File: config.mk
export PLATFORM = sky130hd
export DESIGN_NAME = mux_scan_ctrl
export DESIGN_NICKNAME = d
export VERILOG_FILES = /design/src/rtl/mux_scan_ctrl.sv
export SDC_FILE = /design/constraint.sdc
export NUM_CORES = 1
export LEC_CHECK = 0
export CORE_UTILIZATION = 45
export DETAILED_ROUTE_END_ITERATION = 8
export GPL_ROUTABILITY_DRIVEN = 0
export PLACE_DENSITY = 0.7
export SLEW_MARGIN = 5
export SYNTH_ARGS = -nofsm -noshare
export SYNTH_HDL_FRONTEND = slang
export SYNTH_SLANG_ARGS = --single-unit
File: constraint.sdc
create_clock -name clk -period 3.8 [get_ports clk]
set_input_delay 0.76 -clock clk [delete_from_list [all_inputs] [get_ports clk]]
set_output_delay 0.76 -clock clk [all_outputs]
set_load 0.01 [all_outputs]
File: src/rtl/mux_scan_ctrl.sv
// Scan sequencer for a 4:1 mux: steps the select through channels 0..3, samples
// the mux output once per channel and publishes the four samples as one snapshot.
module mux_scan_ctrl #(
  parameter int DWELL = 2
) (
  input  logic       clk,
  input  logic       rst,
  input  logic       start,
  input  logic       cont,
  input  logic       m,
  output logic       c0,
  output logic       c1,
  output logic       busy,
  output logic       done,
  output logic [3:0] snap,
  output logic       chg
);

  if (DWELL < 1) begin : g_bad_dwell
    $error("mux_scan_ctrl: DWELL must be at least 1");
  end

  localparam int             CW       = $clog2(DWELL) + 1;
  localparam logic [CW-1:0]  CNT_INIT = CW'(DWELL - 1);

  typedef enum logic [1:0] {
    S_IDLE = 2'd0,
    S_SCAN = 2'd1,
    S_DONE = 2'd2
  } state_e;

  state_e        state_q;
  logic [1:0]    ch_q;
  logic [CW-1:0] cnt_q;
  logic [3:0]    shadow_q;
  logic [3:0]    snap_q;
  logic          busy_q;
  logic          done_q;
  logic          chg_q;
  logic [3:0]    shadow_d;

  // Shadow with the current channel's sample merged in; on channel 3 this is the new snapshot.
  always_comb begin
    shadow_d       = shadow_q;
    shadow_d[ch_q] = m;
  end

  // Scan state machine with registered select, status and snapshot outputs.
  always_ff @(posedge clk) begin
    if (rst) begin
      state_q  <= S_IDLE;
      ch_q     <= 2'd0;
      cnt_q    <= '0;
      shadow_q <= 4'd0;
      snap_q   <= 4'd0;
      busy_q   <= 1'b0;
      done_q   <= 1'b0;
      chg_q    <= 1'b0;
    end else begin
      case (state_q)
        S_IDLE: begin
          done_q <= 1'b0;
          chg_q  <= 1'b0;
          ch_q   <= 2'd0;
          if (start) begin
            state_q <= S_SCAN;
            cnt_q   <= CNT_INIT;
            busy_q  <= 1'b1;
          end else begin
            state_q <= S_IDLE;
            busy_q  <= 1'b0;
          end
        end
        S_SCAN: begin
          if (cnt_q != '0) begin
            cnt_q <= cnt_q - CW'(1);
          end else begin
            shadow_q <= shadow_d;
            if (ch_q == 2'd3) begin
              // Whole snapshot and change flag land on the same edge as done.
              ch_q    <= 2'd0;
              snap_q  <= shadow_d;
              chg_q   <= (shadow_d != snap_q);
              done_q  <= 1'b1;
              busy_q  <= 1'b0;
              state_q <= S_DONE;
            end else begin
              ch_q  <= ch_q + 2'd1;
              cnt_q <= CNT_INIT;
            end
          end
        end
        S_DONE: begin
          done_q <= 1'b0;
          chg_q  <= 1'b0;
          ch_q   <= 2'd0;
          if (cont || start) begin
            state_q <= S_SCAN;
            cnt_q   <= CNT_INIT;
            busy_q  <= 1'b1;
          end else begin
            state_q <= S_IDLE;
            busy_q  <= 1'b0;
          end
        end
        default: begin
          state_q <= S_IDLE;
          ch_q    <= 2'd0;
          cnt_q   <= '0;
          busy_q  <= 1'b0;
          done_q  <= 1'b0;
          chg_q   <= 1'b0;
        end
      endcase
    end
  end

  assign c0   = ch_q[0];
  assign c1   = ch_q[1];
  assign busy = busy_q;
  assign done = done_q;
  assign snap = snap_q;
  assign chg  = chg_q;

endmodule

== Word level (Yosys, flattened, before mapping) ==
Cells that the tools add are included.
Word-level totals
  flip-flop bits (word level): 17
  input bits: 5
  output and inout bits: 9
  word-level logic and storage cells: 52
Cells by class
  add/subtract/negate cells: 2
  $lt $le $gt $ge: 2
  eq/ne operators: 9
  multiplexer cells: 19
  bitwise gates (word level): 2
  reduce and logical (&&, ||, !) cells: 10
Operators by type and width (count)
  two-way mux 2 bit: 7
  one-hot mux 2 bit (3 select lines): 2
  != test 2 bit, second input constant: 4
  two-way mux 1 bit: 7
  AND reduction 2 bit: 3
  AND reduction 3 bit: 2
  bitwise mux 4 bit: 1
  equality test 2 bit, second input constant: 2
  != test 4 bit: 1
  less-than comparator 2 x 3 -> 1 bit, second input constant: 1
  != test 3 bit, second input constant: 1
  one-hot mux 1 bit (3 select lines): 1
  adder 2 x 1 -> 2 bit, second input constant: 1
  demux 1 bit (select 2 bit): 1
  equality test 2 x 1 -> 1 bit, second input constant: 1
  >= comparator 2 x 1 -> 1 bit, second input constant: 1
  logical NOT 2 bit: 1
  inverter 1 bit: 2
  nonzero test 2 bit: 1
  OR reduction 2 bit: 1
  subtractor 2 x 1 -> 2 bit, second input constant: 1
  logical AND 1 bit: 1
  logical OR 1 bit: 1

== Depth between registers and ports, before layout ==
  word-level depth: 6
  gate-level depth with buffers: 6
  depth with buffers taken out: 6

== Worst setup path before layout ==
Ideal clock, no wire load.
  path type: in2reg
  from: input port m
  to: register chg_q, in the netlist chg
  library setup time: 0.124 ns
  data arrival time: 1.446 ns
  data required time: 3.676 ns
  path slack: 2.230 ns
  cell stages on the path: 5
  buffers on the path: 1
  path through: buf_6 mux2i_2 xnor2_1 nor4_1 nor3_1
Between the ends
  cells in the longest elaborated chain, start to end: 2
RTL lines
  start: declaration: RTL line 10  | input logic m,
  bitwise mux 4 bit: RTL line 45  | shadow_d[ch_q] = m;
  != test 4 bit: RTL line 83  | chg_q <= (shadow_d != snap_q);
  end signal: assignment: RTL line 83
  end: declaration: RTL line 39  | logic chg_q;
No other way between the ends.
A chain may end at the register's enable or synchronous reset.

== Worst setup path in the final report ==
  from: register ch_q[0]
  to: output port c0
RTL lines
  start: declaration: RTL line 33  | logic [1:0] ch_q;
  start signal: assignment: RTL line 88  | ch_q <= ch_q + 2'd1;
  end: declaration: RTL line 11  | output logic c0,
No word-level cell between the ends.

==> impl_results.md <==
- Status: complete, no violations
- Total CTS buffers: 3
- Psw: roughly 75 uW
- Total global routing overflow: 0
- I/O pin total: 14
- Final Hold Viols: 0
- Min Clock Period, post-route: roughly 2000 ps
- R2R cell count: 5
- DRC viols: 0
- Cell chain of the critical path: clkdlybuf4s50_1
- Slowest stage delay, CP: 580 ps
- Critical Path AT: ~1300 ps
- Hold buffers post-CTS: 0
- Sum of negative setup slack: 0 ps
- Most frequent cells in the layout: dfxtp_1, clkdlybuf4s50_1, nand2_1
- Crit Path Category: reg -> out
- Main synth FF type: dfxtp_1
- HP Start: shadow_q[1]
- Clk_lat worst skew: around 280 ps
- Vias: 613
- Sw Share: 0.2492
- Xor and xnor area share after synthesis: 0.04389
- Maximum vdd drop: roughly 200 uV
- Detail Placement HPWL: about 1.0 mm
- Post-synthesis sequential element count: 16
- # setup viols final: 0
- Reg power frac: 0.589
- Share of layout cells above drive strength 1: 0.09091
- Max-cap violations: 0
- CP startpoint kind: flop
- Area leader, netlist: dfxtp_1
- Crit path max-delay cell type: clkdlybuf4s50_1
- CTS sink count: 16
- First-pass GRT wire length: ~2.5 mm
- Power Density: between 300 and 400 mW/mm2
- Post-Route Skew: about 2.5 ps
- Worst relative slew slack: 0.5134
- H-tree levels: 1
- Leak Pwr: between 0.3 and 0.4 nW
- Area growth from synthesis to layout: 16.93%
- First-pass iteration count of the detailed router: 6
- Drt total wl: 1.466 mm
- CTS root buffer: clkbuf_4
- Site Rows: 14
- Die area: 0.001946 mm2
- Largest net degree at the start of global routing: 15
- Period utilisation layout: 0.5369
- Worst-path maximum fanout: 6
- Vias in the first global route: around 550
- Synth Instances: 87
- CTS tree: done
- Synthesized netlist net count: 96
- Initial antenna violation count: 0
- Post-synthesis mux area share: 0.05486
- Total track usage: 0.1754
- I/O Buffers: 13
- Post-CTS setup buffer count: 0
- Worst-Margin Slew: between 700 and 800 ps
- Netlist cell types: 27
- Top post-synthesis cells by area: dfxtp_1, a21oi_1, ha_1
- Pins over their slew limit: 0
- Crit path from: ch_q[0]
- Family with the most delay on the worst path: buffers and inverters
- Comb power frac: 0.123
- Worst Path Buf+Inv: 1
- DIE HEIGHT: between 40 and 50 um
- Initial core utilization: 0.5063
- Hold Crit Class: reg -> reg
- DRT antenna net count: 0
- CTS resizes: 0
- Post-synth EDFFs: 0
- DR WL/cell: between 10 and 15 um
- Synthesized area: approximately 800 um2
- Async set or reset register ratio after synthesis: 0
- RSZ-0062 raised after global routing: no
- Overall power: between 300 and 400 uW
- Synth warn: 0
- Commonest non-fill, non-tap cell in the layout: dfxtp_1
- Pint: between 200 and 250 uW
- Largest family of logic cells by synthesized area: simple AND/OR/NAND/NOR gates
- Via-to-Cell Ratio: around 5.3
- Hold Path Depth: 2
- R2r startpoint: ch_q[0]
- Clock edge transition at the registers on the reported setup and hold paths: approximately 80 ps
- Synth Area in Compound Gates: 0.1395
- Synth top area share: 0.4013
- Critical path depth: 1
- Fmax: between 0.4 and 0.5 GHz
- Clock network power share: 0.289
- Simple-Gate Fraction of Synth Area: 0.2414
- Avg Synthesized Cell Area: 9.175 um2
- Min Hold Slack: around 460 ps
- Worst path required time: roughly 3000 ps
- Deepest clock path buffer count: 2
- Worst setup EP type: primary output
- ANT cells: 0
- Register area share after synthesis: 0.4013
- Die W: 44.12 um
- Synth Area in Adders: 0.06270
- Nets: 110
- DR iter-0 viols: 5
- Core box area: about 0.0016 mm2
- FILL cells: 139
- Final core utilization: 0.5921
## power groups by stage
stage               Clock, mW  Sequential (mW)  Combinational (mW)
floorplan                   0            0.181              0.0277
global placement            0            0.181              0.0361
detailed placement          0            0.182              0.0367
CTS                    0.0909            0.178              0.0371
global route           0.0978            0.178              0.0415
finish                 0.0872            0.178              0.0371
## final timing paths
kind,endpoint,slack (ps)
max,c0,1760
min,shadow_q[1],460
max reg2reg,chg,1900
min reg2reg,shadow_q[1],460
## kinds of logic after synthesis
logic type | count (synthesis)
simple gates | 35
xor+xnor | 4
fa+ha+maj | 4
flops | 16
mux | 4
buf+inv | 6
compound gates | 18
## flip-flops by register name, indices dropped and copies added (netlist names)
| name | cells |
|---|---|
| busy | 1 |
| ch_q | 2 |
| chg | 1 |
| cnt_q | 2 |
| done | 1 |
| shadow_q | 3 |
| snap | 4 |
| state_q | 2 |
## stage by stage
stage / area (um2) / cells / worst slack [ps]
floorplan: 798.3 / 87 / 2230
global placement: 910.9 / 112 / 1636
global route: 933.4 / 115 / 1702
CTS: 933.4 / 115 / 1743
finish: 933.4 / 115 / 1760
detailed placement: 910.9 / 112 / 1560
## Yosys cell counts, drive strengths merged, types with 2 or more instances
cell	number
dfxtp	16
ha	4
xnor2	4
a21oi	10
o21ai	2
a311oi	3
nand2	12
nor2	9
mux2i	4
nor3	2
inv	2
nand3	4
buf	3
## routing by layer
| layer | global-route usage | vias up | part of all wire |
|---|---|---|---|
| li1 | - | 327 | - |
| met1 | 0.2354 | 274 | 0.54 |
| met2 | 0.2647 | 12 | 0.42 |
| met3 | 0.07347 | 0 | 0.042 |
| met4 | 0.03636 | 0 | 0 |
| met5 | 0 | - | 0 |
## final cells by class
type	instances	area, um2	area share
multi-input cells	65	432.9	0.4638
flip-flops and latches	16	320.3	0.3432
repair buffers	13	130.1	0.1394
clock buffers	3	22.52	0.02413
well taps	16	20.02	0.02145
inverters	2	7.507	0.008043
Note: power is estimated with default switching activity, not from simulation.
